===== src/rtl/dff_error_counter_if.sv =====
// Stimulus, chain-return and count signals of the DFF error counter; master drives the test, slave is the counter.
interface dff_error_counter_if #(
  parameter int NUM_CHAINS = 10,
  parameter int CNT_W      = 12
);
  logic                        start;
  logic [1:0]                  pattern_mode;
  logic [NUM_CHAINS-1:0]       chain_in_0;
  logic [NUM_CHAINS-1:0]       chain_in_1;
  logic                        pattern_out;
  logic [NUM_CHAINS*CNT_W-1:0] err_cnt_0;
  logic [NUM_CHAINS*CNT_W-1:0] err_cnt_1;
  logic                        save_data;
  logic                        busy;
  logic [15:0]                 window_count;

  modport master (
    output start, pattern_mode, chain_in_0, chain_in_1,
    input  pattern_out, err_cnt_0, err_cnt_1, save_data, busy, window_count
  );

  modport slave (
    input  start, pattern_mode, chain_in_0, chain_in_1,
    output pattern_out, err_cnt_0, err_cnt_1, save_data, busy, window_count
  );
endinterface


===== src/rtl/dff_error_counter.sv =====
// Drives a test pattern into two chips' DFF chains and keeps per-chain saturating mismatch counts per window.
// Counts settle one cycle before save_data rises and stay frozen while it is high; no backpressure, the sink samples on the rise.
module dff_error_counter #(
  parameter int NUM_CHAINS  = 10,
  parameter int CNT_W       = 12,
  parameter int CHAIN_DEPTH = 8,
  parameter int WINDOW      = 1000,
  parameter int SAVE_HOLD   = 4
) (
  input  logic               dff_clk,
  input  logic               reset,
  dff_error_counter_if.slave bus
);
  typedef enum logic [2:0] {IDLE, ARM, COUNT, FREEZE, CLEAR} state_t;

  localparam int               STEP_W  = 16;
  localparam logic [CNT_W-1:0] CNT_MAX = '1;

  state_t                 state, state_nxt;
  logic [STEP_W-1:0]      step, step_nxt;
  logic                   cnt_clr, cnt_en, save_nxt, win_inc, win_clr, phase_clr;
  logic [1:0]             phase;
  logic [CHAIN_DEPTH-1:0] delay_line;
  logic                   expected;
  logic [NUM_CHAINS-1:0]  mismatch_0, mismatch_1;
  logic [CNT_W-1:0]       cnt_0 [NUM_CHAINS];
  logic [CNT_W-1:0]       cnt_1 [NUM_CHAINS];

  always_comb begin
    state_nxt = state;
    step_nxt  = step;
    cnt_clr   = 1'b0;
    cnt_en    = 1'b0;
    save_nxt  = 1'b0;
    win_inc   = 1'b0;
    win_clr   = 1'b0;
    phase_clr = 1'b0;
    case (state)
      IDLE: begin
        if (bus.start) begin
          state_nxt = ARM;
          step_nxt  = '0;
          cnt_clr   = 1'b1;
          win_clr   = 1'b1;
          phase_clr = 1'b1;
        end
      end
      ARM: begin
        if (step == STEP_W'(CHAIN_DEPTH - 1)) begin
          state_nxt = COUNT;
          step_nxt  = '0;
        end else begin
          step_nxt = step + STEP_W'(1);
        end
      end
      COUNT: begin
        cnt_en = 1'b1;
        if (step == STEP_W'(WINDOW - 1)) begin
          state_nxt = FREEZE;
          step_nxt  = '0;
          win_inc   = 1'b1;
        end else begin
          step_nxt = step + STEP_W'(1);
        end
      end
      FREEZE: begin
        // First FREEZE cycle keeps save_data low so the sink sees settled counts on the rise.
        if (step == STEP_W'(SAVE_HOLD)) begin
          state_nxt = CLEAR;
          step_nxt  = '0;
        end else begin
          step_nxt = step + STEP_W'(1);
          save_nxt = 1'b1;
        end
      end
      CLEAR: begin
        cnt_clr   = 1'b1;
        state_nxt = COUNT;
        step_nxt  = '0;
      end
      default: begin
        state_nxt = IDLE;
        step_nxt  = '0;
      end
    endcase
    if (state != IDLE && !bus.start) begin
      state_nxt = IDLE;
      step_nxt  = '0;
      cnt_clr   = 1'b0;
      cnt_en    = 1'b0;
      save_nxt  = 1'b0;
      win_inc   = 1'b0;
    end
  end

  always_ff @(posedge dff_clk or negedge reset) begin
    if (!reset) begin
      state            <= IDLE;
      step             <= '0;
      bus.save_data    <= 1'b0;
      bus.window_count <= '0;
    end else begin
      state         <= state_nxt;
      step          <= step_nxt;
      bus.save_data <= save_nxt;
      if (win_clr)
        bus.window_count <= '0;
      else if (win_inc)
        bus.window_count <= bus.window_count + 16'd1;
    end
  end

  always_ff @(posedge dff_clk or negedge reset) begin
    if (!reset) begin
      phase           <= '0;
      bus.pattern_out <= 1'b0;
      delay_line      <= '0;
    end else begin
      if (phase_clr)
        phase <= '0;
      else if (state != IDLE)
        phase <= phase + 2'd1;
      case (bus.pattern_mode)
        2'd0:    bus.pattern_out <= 1'b0;
        2'd1:    bus.pattern_out <= 1'b1;
        2'd2:    bus.pattern_out <= phase[0];
        default: bus.pattern_out <= phase[1];
      endcase
      delay_line <= CHAIN_DEPTH'({delay_line, bus.pattern_out});
    end
  end

  assign expected   = delay_line[CHAIN_DEPTH-1];
  assign mismatch_0 = bus.chain_in_0 ^ {NUM_CHAINS{expected}};
  assign mismatch_1 = bus.chain_in_1 ^ {NUM_CHAINS{expected}};

  always_ff @(posedge dff_clk or negedge reset) begin
    if (!reset) begin
      for (int i = 0; i < NUM_CHAINS; i++) begin
        cnt_0[i] <= '0;
        cnt_1[i] <= '0;
      end
    end else if (cnt_clr) begin
      for (int i = 0; i < NUM_CHAINS; i++) begin
        cnt_0[i] <= '0;
        cnt_1[i] <= '0;
      end
    end else if (cnt_en) begin
      for (int i = 0; i < NUM_CHAINS; i++) begin
        if (mismatch_0[i] && cnt_0[i] != CNT_MAX)
          cnt_0[i] <= cnt_0[i] + 1'b1;
        if (mismatch_1[i] && cnt_1[i] != CNT_MAX)
          cnt_1[i] <= cnt_1[i] + 1'b1;
      end
    end
  end

  for (genvar g = 0; g < NUM_CHAINS; g++) begin : g_pack
    assign bus.err_cnt_0[g*CNT_W +: CNT_W] = cnt_0[g];
    assign bus.err_cnt_1[g*CNT_W +: CNT_W] = cnt_1[g];
  end

  assign bus.busy = (state != IDLE);
endmodule


===== src/flat_wrapper.sv =====
// flat-port wrapper written by rule: the top's interface ports become plain ports
module dff_error_counter_flat 
#(
  parameter int NUM_CHAINS  = 10,
  parameter int CNT_W       = 12,
  parameter int CHAIN_DEPTH = 8,
  parameter int WINDOW      = 1000,
  parameter int SAVE_HOLD   = 4
)
  (dff_clk, reset, bus_start, bus_pattern_mode, bus_chain_in_0, bus_chain_in_1, bus_pattern_out, bus_err_cnt_0, bus_err_cnt_1, bus_save_data, bus_busy, bus_window_count);
  dff_error_counter_if #(.NUM_CHAINS(NUM_CHAINS), .CNT_W(CNT_W)) bus_i ();
  input  logic dff_clk;
  input  logic reset;
  input wire logic [$bits(bus_i.start)-1:0] bus_start;
  input wire logic [$bits(bus_i.pattern_mode)-1:0] bus_pattern_mode;
  input wire logic [$bits(bus_i.chain_in_0)-1:0] bus_chain_in_0;
  input wire logic [$bits(bus_i.chain_in_1)-1:0] bus_chain_in_1;
  output wire logic [$bits(bus_i.pattern_out)-1:0] bus_pattern_out;
  output wire logic [$bits(bus_i.err_cnt_0)-1:0] bus_err_cnt_0;
  output wire logic [$bits(bus_i.err_cnt_1)-1:0] bus_err_cnt_1;
  output wire logic [$bits(bus_i.save_data)-1:0] bus_save_data;
  output wire logic [$bits(bus_i.busy)-1:0] bus_busy;
  output wire logic [$bits(bus_i.window_count)-1:0] bus_window_count;
  assign bus_i.start = bus_start;
  assign bus_i.pattern_mode = bus_pattern_mode;
  assign bus_i.chain_in_0 = bus_chain_in_0;
  assign bus_i.chain_in_1 = bus_chain_in_1;
  assign bus_pattern_out = bus_i.pattern_out;
  assign bus_err_cnt_0 = bus_i.err_cnt_0;
  assign bus_err_cnt_1 = bus_i.err_cnt_1;
  assign bus_save_data = bus_i.save_data;
  assign bus_busy = bus_i.busy;
  assign bus_window_count = bus_i.window_count;
  dff_error_counter #(.NUM_CHAINS(NUM_CHAINS), .CNT_W(CNT_W), .CHAIN_DEPTH(CHAIN_DEPTH), .WINDOW(WINDOW), .SAVE_HOLD(SAVE_HOLD)) u_core (.dff_clk(dff_clk), .reset(reset), .bus(bus_i));
endmodule

===== config.mk =====
export PLATFORM = sky130hd
export DESIGN_NAME = dff_error_counter_flat
export DESIGN_NICKNAME = d
export VERILOG_FILES = /design/src/rtl/dff_error_counter_if.sv /design/src/rtl/dff_error_counter.sv /design/src/flat_wrapper.sv
export SDC_FILE = /design/constraint.sdc
export NUM_CORES = 1
export LEC_CHECK = 0
export BUFFER_PORTS_ARGS = -buffer_cell sky130_fd_sc_hd__buf_4
export CORE_ASPECT_RATIO = 2
export CORE_MARGIN = 1
export CORE_UTILIZATION = 50
export DETAILED_ROUTE_END_ITERATION = 6
export HOLD_SLACK_MARGIN = 0.05
export PLACE_DENSITY = 0.7
export SYNTH_ARGS = -nofsm -noshare
export SYNTH_HDL_FRONTEND = slang
export SYNTH_SLANG_ARGS = --single-unit

===== constraint.sdc =====
create_clock -name dff_clk -period 6.45 [get_ports dff_clk]
set_input_delay 0 -clock dff_clk [delete_from_list [all_inputs] [get_ports dff_clk]]
set_output_delay 0 -clock dff_clk [all_outputs]
set_load 0.03 [all_outputs]

==> load_flow_metrics.sql <==
INSERT INTO impl_metrics (metric_group, metric, value, unit) VALUES
('cts', 'htree_levels', '1', ''),
('synth', 'ys_warn_count', '0', ''),
('global_routing', 'antenna_violations_before_repair', '1', ''),
('floorplanning', 'floorplan.die.height', '248.8', 'um'),
('cts', 'tritoncts', 'done', ''),
('global_routing', 'grt_use_total', '26.51', '%'),
('floorplanning', 'num_io_pins', '284', ''),
('critical_path', 'critical_path.max_fanout', '34', ''),
('synth', 'number_of_enable_type_register_cells_in_the_synthesized_netlist', '0', ''),
('finish', 'fillCellCount', '2543', ''),
('sta', 'rsz0062_at_grt', 'false', ''),
('place', 'cell_area_reported_after_detailed_placement', '17630', 'um^2'),
('floorplanning', 'die_x_extent', '125.4', 'um'),
('synth', 'netlist.area_leader.share', '47.17', '%'),
('synth', 'number_of_synthesized_register_bits', '287', ''),
('sta', 'timing.final.crit_period', '3.166', 'ns'),
('power_and_ir_drop', 'total_power', '4.032', 'mW'),
('sta', 'report.final.slew_viol_count', '0', ''),
('critical_path', 'regToRegStartpoint', 'u_core.state[1]', ''),
('critical_path', 'critPathSlowestCell', 'sky130_fd_sc_hd__dfrtp_1', ''),
('detailed_routing', 'finalWirelength', '41400', 'um'),
('detailed_routing', 'drt_first_pass_iters', '7', ''),
('sta', 'fin_setup_tns', '0', 'ns'),
('cts', 'clock_sink_count', '287', ''),
('sta', 'clock.fmax', '0.3159', 'GHz'),
('finish', 'finish.utilization', '62.87', '%'),
('power_and_ir_drop', 'pwr_density_cell', '213.3', 'nW/um^2'),
('cts', 'clock_latency', '0.55', 'ns'),
('critical_path', 'setup.worst_path.start', 'u_core.state[1]', ''),
('critical_path', 'required', '6.91', 'ns'),
('finish', 'finish.net_count', '1962', ''),
('synth', 'synth_top_flop_cell', 'sky130_fd_sc_hd__dfrtp_1', ''),
('detailed_routing', 'drt-wirelength-per-cell', '17.96', 'um'),
('synth', 'post_synth_instance_area', '15230', 'um^2'),
('sta', 'timing_hold_violations_final', '0', ''),
('synth', 'ys_top_cells_by_count', '287 x sky130_fd_sc_hd__dfrtp_1, 238 x sky130_fd_sc_hd__nor2_1, 145 x sky130_fd_sc_hd__xnor2_1', ''),
('sta', 'final.setup_skew', '0.01300', 'ns'),
('cts', 'root_buffer', 'sky130_fd_sc_hd__clkbuf_16', ''),
('job', 'timing.max_cap.violations', '0', ''),
('cts', 'cts_inserted_buffers', '28', ''),
('cts', 'clkSlewWorstSetupHoldPaths', '0.07', 'ns'),
('detailed_routing', 'drc_violation_total_after_the_first_tritonroute_iteration', '679', ''),
('sta', 'worst_slew_pin_slew', '1.240', 'ns'),
('floorplanning', 'number_of_placement_rows', '90', ''),
('floorplanning', 'start_util', '50.65', '%'),
('finish', 'post-route-cell-area', '18900', 'um^2'),
('synth', 'synth_top_cells_by_area', 'sky130_fd_sc_hd__dfrtp_1 47%, sky130_fd_sc_hd__xnor2_1 8.3%, sky130_fd_sc_hd__nor2_1 5.9%', ''),
('place', 'port_buffers', '283', ''),
('synth', 'yosys.cell_count.top_type', 'sky130_fd_sc_hd__dfrtp_1', ''),
('cts', 'post_cts_resize_count', '0', ''),
('finish', 'syn2layout_area_growth', '24.13', '%'),
('global_routing', 'first_global_vias', '13380', ''),
('cts', 'cts-root-to-sink-buffers', '3', ''),
('critical_path', 'start_kind', 'flip-flop', ''),
('critical_path', 'worst_setup_path_end_kind', 'flip-flop', ''),
('floorplanning', 'design.core.area', '30070', 'um^2'),
('floorplanning', 'design.die.area', '31200', 'um^2'),
('global_routing', 'grt.overflow.total', '0', ''),
('synth', 'ys_async_sr_fraction', '100.0', '%'),
('synth', 'synth_fp_nets', '1682', ''),
('sta', 'report.final.setup_viol', '0', ''),
('detailed_routing', 'postRouteAntennaNets', '0', ''),
('detailed_routing', 'post-route-drc-count', '26', ''),
('cts', 'cts-hold-fix-buffers', '20', ''),
('critical_path', 'critical_path_class', 'flip-flop to flip-flop', ''),
('place', 'hpwl', '29260', 'um'),
('power_and_ir_drop', 'leakage', '8.366', 'nW'),
('synth', 'yosysTopAreaCell', 'sky130_fd_sc_hd__dfrtp_1', ''),
('status', 'failed_checks', 'design-rule violations', ''),
('synth', 'synthCells', '1634', ''),
('status', 'outcome', 'complete, but fails checks', '');
[cells in the final DEF (no fill, tap or decap), drive strengths merged, types with 10 or more instances in the layout]
cell,n
inv,48
and4,21
dlygate4sd3,20
nor2,239
ha,23
clkbuf,34
a21oi,41
nand2,142
and2,11
buf,297
nor4,56
or2,11
o211ai,13
dfrtp,287
and3,24
or3,16
nor3,85
xor2,46
mux2i,20
a31oi,10
nor3b,20
xnor2,145
o21ai,57
nand3,84
nand4,63
[registers in the layout, indices dropped and copies added (netlist names)]
signal / flops
u_core.step: 16
u_core.phase: 2
u_core.bus.err_cnt_1: 120
u_core.bus.pattern_out: 1
u_core.delay_line: 8
u_core.state: 3
u_core.bus.err_cnt_0: 120
u_core.bus.window_count: 16
u_core.bus.save_data: 1
[layout make-up]
type | count | area (um^2) | share of cell area [%]
flip-flops and latches | 287 | 7183 | 38.00
clock buffers | 34 | 774.5 | 4.097
repair buffers | 317 | 2437 | 12.89
well taps | 368 | 460.4 | 2.436
diodes | 1 | 2.502 | 0.01324
multi-input cells | 1232 | 7566 | 40.03
clock inverters | 18 | 297.8 | 1.575
inverters | 48 | 180.2 | 0.9532
[worst paths after layout]
path	slack [ns]	cells past startpoint	endpoint
max	3.28	5	u_core.step[3]
min	0.06	2	u_core.bus.err_cnt_0[70]
max reg2reg	3.28	5	u_core.step[3]
min reg2reg	0.35	0	u_core.delay_line[6]
max in group asynchronous	4.86	3	u_core.bus.err_cnt_0[90]
min in group dff_clk	0.08	5	u_core.bus.err_cnt_1[83]
[where the power goes]
group | internal [mW] | switching, mW
sequential | 1.83 | 0.0448
combinational | 0.0748 | 0.187
clock | 1.17 | 0.725
total | 3.07 | 0.957
[through the flow]
step,worst slack (ns),instances
finish,3.284,2305
floorplan,4.336,1634
detailed placement,3.352,2232
global placement,3.441,2232
CTS,3.323,2304
global route,3.086,2305
[critical path, delay by kind of cell, from the launching register on]
kind	cells	cell delay (ns)
and+or+nand+nor	2	0.94
AOI/OAI and AO/OA	2	0.89
DFF	1	0.82
buffers and inverters	1	0.41
[kinds of logic after synthesis]
family                     share of synthesized area, %
AOI/OAI and AO/OA                                 8.644
muxes                                             1.315
and+or+nand+nor                                   26.80
xor gates and xnor gates                          10.99
DFF                                               47.17
adders and majority gates                         1.890
buffers and inverters                             3.196
[metal layers]
metal	global-route usage, %	part of all wire (%)
met4	12.02	4.0
met3	4.059	5.4
met1	29.06	37
met5	0	0
met2	49.62	53
Note: power is estimated with default switching activity, not from simulation.
